File: config.mk
export PLATFORM = sky130hd
export DESIGN_NAME = gen_stream_fifo
export DESIGN_NICKNAME = d
export VERILOG_FILES = /design/src/rtl/gen_stream_fifo.sv
export SDC_FILE = /design/constraint.sdc
export NUM_CORES = 1
export LEC_CHECK = 0
export BUFFER_PORTS_ARGS = -buffer_cell sky130_fd_sc_hd__buf_2
export CAP_MARGIN = 10
export CORE_UTILIZATION = 30
export CTS_CLUSTER_SIZE = 24
export DETAILED_ROUTE_END_ITERATION = 8
export GPL_TIMING_DRIVEN = 0
export PLACE_DENSITY = 0.55
export SLEW_MARGIN = 20
export SYNTH_ARGS = -nofsm -noshare
export SYNTH_HDL_FRONTEND = slang
export SYNTH_SLANG_ARGS = --single-unit
File: constraint.sdc
create_clock -name _clock -period 3.9 [get_ports _clock]
set_input_delay 0.585 -clock _clock [delete_from_list [all_inputs] [get_ports _clock]]
set_output_delay 0.585 -clock _clock [all_outputs]
set_load 0.01 [all_outputs]
File: src/rtl/gen_stream_fifo.sv
// rtl/gen_stream_fifo.sv - elastic buffer carrying a two-lane generator stream plus end-of-stream
// Optional occupancy outputs _level/_max_level under GEN_STREAM_FIFO_LEVEL_EN.
module gen_stream_fifo #(
  parameter int WIDTH = 32,
  parameter int DEPTH = 4,
  localparam int AW = $clog2(DEPTH)
) (
  input  logic             _clock,
  input  logic             _reset,
  input  logic             _start,
  input  logic             _in_valid,
  input  logic             _in_done,
  input  logic [WIDTH-1:0] _in_out_0,
  input  logic [WIDTH-1:0] _in_out_1,
  output logic             _in_ready,
  input  logic             _ready,
  output logic             _valid,
  output logic             _done,
  output logic [WIDTH-1:0] _out_0,
  output logic [WIDTH-1:0] _out_1
`ifdef GEN_STREAM_FIFO_LEVEL_EN
  ,
  output logic [AW:0]      _level,
  output logic [AW:0]      _max_level
`endif
);

  localparam logic [AW:0] FULL_COUNT = (AW+1)'(DEPTH);

  logic [WIDTH-1:0] mem_0 [DEPTH];
  logic [WIDTH-1:0] mem_1 [DEPTH];
  logic [AW-1:0]    wr_ptr, rd_ptr;
  logic [AW:0]      count, count_next;
  logic             eos, eos_next;
  logic             done_q;
  logic             push, pop;

  assign _in_ready = (count != FULL_COUNT);
  assign _valid    = (count != '0);
  assign push      = _in_valid & _in_ready & ~_start;
  assign pop       = _valid & _ready;
  assign _out_0    = _valid ? mem_0[rd_ptr] : '0;
  assign _out_1    = _valid ? mem_1[rd_ptr] : '0;
  assign _done     = done_q;

  always_comb begin
    count_next = count;
    eos_next   = eos;
    if (_reset || _start) begin
      count_next = '0;
      eos_next   = 1'b0;
    end else begin
      case ({push, pop})
        2'b10:   count_next = count + 1'b1;
        2'b01:   count_next = count - 1'b1;
        default: count_next = count;
      endcase
      if (_in_done) eos_next = 1'b1;
    end
  end

  // Storage needs no reset: entries are only visible while count covers them.
  always_ff @(posedge _clock) begin
    if (push) begin
      mem_0[wr_ptr] <= _in_out_0;
      mem_1[wr_ptr] <= _in_out_1;
    end
  end

  always_ff @(posedge _clock) begin
    if (_reset || _start) begin
      wr_ptr <= '0;
      rd_ptr <= '0;
    end else begin
      if (push) wr_ptr <= wr_ptr + 1'b1;
      if (pop)  rd_ptr <= rd_ptr + 1'b1;
    end
    count  <= count_next;
    eos    <= eos_next;
    // Evaluated on next-state so _done rises right after the final pop edge.
    done_q <= eos_next & (count_next == '0);
  end

`ifdef GEN_STREAM_FIFO_LEVEL_EN
  logic [AW:0] max_q;

  always_ff @(posedge _clock) begin
    if (_reset || _start) begin
      max_q <= '0;
    end else if (count > max_q) begin
      max_q <= count;
    end
  end

  assign _level     = count;
  assign _max_level = max_q;
`endif

endmodule

==> reports/results.txt <==
Outcome - complete, no violations
Total wire length - 20.1 mm
Starting density of the core - 30.6%
Reg-to-Reg Start - count[1]
Die width - 187 um
Critical Path Slowest Stage Cell - sky130_fd_sc_hd__clkbuf_1
Fraction of synthesized area in multiplexers - 14.3%
Fraction of final layout cells with drive strength greater than 1 - 39.7%
Cell Pwr Density - 473 mW/mm^2
Resized Gates After CTS - 0
Via density per instance - 4.47
Mapped Nets - 535
Chip height - 187 um
Clock sink total - 267
Measured slew at the worst slew-check pin - 0.685 ns
Area of the core - 0.0335 mm^2
Detailed Route Iter0 Violations - 233
Clock transition at path regs - 0.06 ns
Post-synthesis simple-gate area fraction - 5.05%
Worst hold path endpoint - mem_1[3][4]
Required time at the worst-slack endpoint - 3.31 ns
Number of unique standard cell types used by synthesis - 25
Critical path class - reg -> out
Post-Syn Instances - 459
Clock tree root driver cell - sky130_fd_sc_hd__clkbuf_16
Tightest hold margin - 0.267 ns
Clock Tree Buf Depth - 3
End of the worst register-to-register path - _done
Hold buffer count at cts - 0
Crit start category - flop
Final-layout fill cell count - 3116
Number of vias after detailed routing - 4908
R2r worst-path depth - 10
Setup TNS after final layout - 0 ns
Final HPWL from detailed placement - 12.9 mm
Number of buffers added on ports - 136
Yosys warning total - 0
Post-Route Skew - 0.00742 ns
Type of destination of the critical path - output pin
Detail-routed net length per standard cell - 18.3 um
Netlist area before placement - 0.0102 mm^2
Post-synthesis share of cell area spent on full adders, half adders and majority gates - 0.806%
Path class of the lowest-slack min-delay path - in -> reg
Minimum clock period - 3.28 ns
Fraction of the yosys area taken by sequential cells - 77.2%
Overflow after GRT - 0
Skew-Pair Late Insertion Delay - 0.53 ns
Critical path peak fanout - 10
Share of the clock period used by the worst path - 84.1%
Placer congestion estimate - 0.727
Top delay family on crit path - buffers and inverters
Number of H-tree branching levels - 1
Floorplan row count - 67
Critical Path Max Stage Delay - 0.57 ns
Instance count on the critical path - 5
Endpoints failing hold - 0
Post-synthesis xor/xnor area fraction - 0.513%
Worst vdd ir - 0.317 mV
Pin count of the biggest net entering global routing - 45
Placed cell count - 1047
Worst hold path cell count - 1
Maximum clock frequency - 305 MHz
Num CTS Buffers - 29
Diodes inserted - 0
Filler-free cell count of the finished design - 1098
Syn Area/Cell - 22.3 um^2
Global-route wire length before repair - 31.6 mm
Slew margin rel. - 54.3%
Max-cap violations - 0
I/O pin total - 137
Number of global-route vias before repair - 5476
Largest family of logic cells by synthesized area - multiplexers
Final slew viol count - 0
Residual DRC count - 0
Number of detailed-route iterations in the first pass - 4
Synth-to-layout area growth - 21.6%
TritonCTS clock tree - yes
Worst path most repeated cell - sky130_fd_sc_hd__clkbuf_1
Compound-cell area share of the yosys netlist - 0.122%
Nets - 706
Setup violations, final - 0
GR Util All Layers - 11.8%
Critical hold path startpoint - _in_out_1[4]
Synthesis-stage register bit count - 267
Bufs and invs on worst path - 3
Leak Pwr - 4.27 nW
Die area - 0.0349 mm^2
Cell Chain, Critical Path - or3_1, clkbuf_1, clkbuf_1, and2_1, buf_2
Slack of the worst reg-to-reg path - 1.39 ns
Signal arrival time at the worst endpoint - 2.69 ns
Post-CTS Setup Inserts - 0
Unrepaired setup endpoints after global routing - no
Initial antenna violation count - 2
Antenna violation net count after detailed routing - 0
-- cell type report --
class | instances | area, um^2 | share of cell area [%]
Inverter | 3 | 11.3 | 0.0904
Timing Repair Buffer | 140 | 791 | 6.35
Clock inverter | 20 | 118 | 0.944
Buffer | 22 | 198 | 1.59
Clock buffer | 31 | 733 | 5.88
Multi-Input combinational cell | 167 | 2140 | 17.2
Tap cell | 448 | 561 | 4.50
Sequential cell | 267 | 7910 | 63.5
-- through the flow --
step	power [W]	worst slack (ns)	area, um^2	util [%]
6_report	0.00589	0.620	12500	37.2
5_1_grt	0.00610	0.329	12500	37.2
4_1_cts	0.00597	0.423	12500	37.2
3_5_place_dp	0.00352	1.02	11600	34.6
3_3_place_gp	0.00350	-0.306	11500	34.3
2_1_floorplan	0.00338	1.09	10200	-
-- power by group --
group          internal, W  leakage [nW]  switching (W)  total [W]
combinational     0.000110          1.44       0.000135   0.000245
clock              0.00141         0.421        0.00103    0.00244
sequential         0.00319          2.41      0.0000110    0.00320
total              0.00471          4.27        0.00118    0.00589
-- synth_stat cells, drive strengths merged --
cell type,instances,area [um^2]
edfxtp,256,7690
and2,69,432
mux4,64,1460
buf,14,166
dfxtp,11,220
nor2,11,41.3
clkbuf,8,31.3
ha,5,62.6
xnor2,4,35.0
inv,3,11.3
nand2,2,7.51
nand3,2,10.0
xor2,2,17.5
a21oi,1,5.00
fa,1,20.0
mux2i,1,10.0
nor4,1,6.26
o21a,1,7.51
or2,1,6.26
or3,1,6.26
or3b,1,8.76
-- cell usage in the layout (no fill, tap or decap), types with 3 or more instances in the layout --
cell / count
sky130_fd_sc_hd__edfxtp_1: 256
sky130_fd_sc_hd__clkbuf_1: 9
sky130_fd_sc_hd__clkinv_1: 12
sky130_fd_sc_hd__ha_1: 5
sky130_fd_sc_hd__clkinv_2: 5
sky130_fd_sc_hd__inv_1: 3
sky130_fd_sc_hd__mux4_2: 60
sky130_fd_sc_hd__clkbuf_16: 29
sky130_fd_sc_hd__buf_16: 4
sky130_fd_sc_hd__buf_12: 6
sky130_fd_sc_hd__dfxtp_1: 11
sky130_fd_sc_hd__buf_2: 143
sky130_fd_sc_hd__and2_4: 4
sky130_fd_sc_hd__mux4_1: 4
sky130_fd_sc_hd__and2_1: 65
sky130_fd_sc_hd__nor2_1: 11
sky130_fd_sc_hd__xnor2_1: 4
-- how the worst max path moves through the flow --
stage,start,endpoint
floorplan,_in_valid,mem_0[0][0]
finish,count[0],_out_1[11]
detailed placement,count[0],_out_1[11]
CTS,count[0],_out_1[11]
global placement,_in_valid,mem_0[3][7]
global route,count[0],_out_1[11]
-- registers in the layout, indices dropped and copies added (netlist names), named ones only --
| name | count |
|---|---|
| _done | 1 |
| wr_ptr | 2 |
| count | 3 |
| eos | 1 |
| rd_ptr | 2 |
| mem_1 | 128 |
| mem_0 | 128 |
-- per-layer routing --
layer / vias to the layer above / part of all wire (%) / track usage [%]
li1: 2202 / - / -
met1: 2539 / 42 / 14.3
met2: 120 / 51 / 20.9
met3: 45 / 5.0 / 2.59
met4: 2 / 2.4 / 3.44
met5: - / 0.080 / 0
-- cell families after synthesis --
family	count (synthesis)
flops	267
simple gates	88
mux	65
buf+inv	25
xor+xnor	6
fa+ha+maj	6
compound gates	2
No activity file was read; power rests on OpenSTA's default activity.
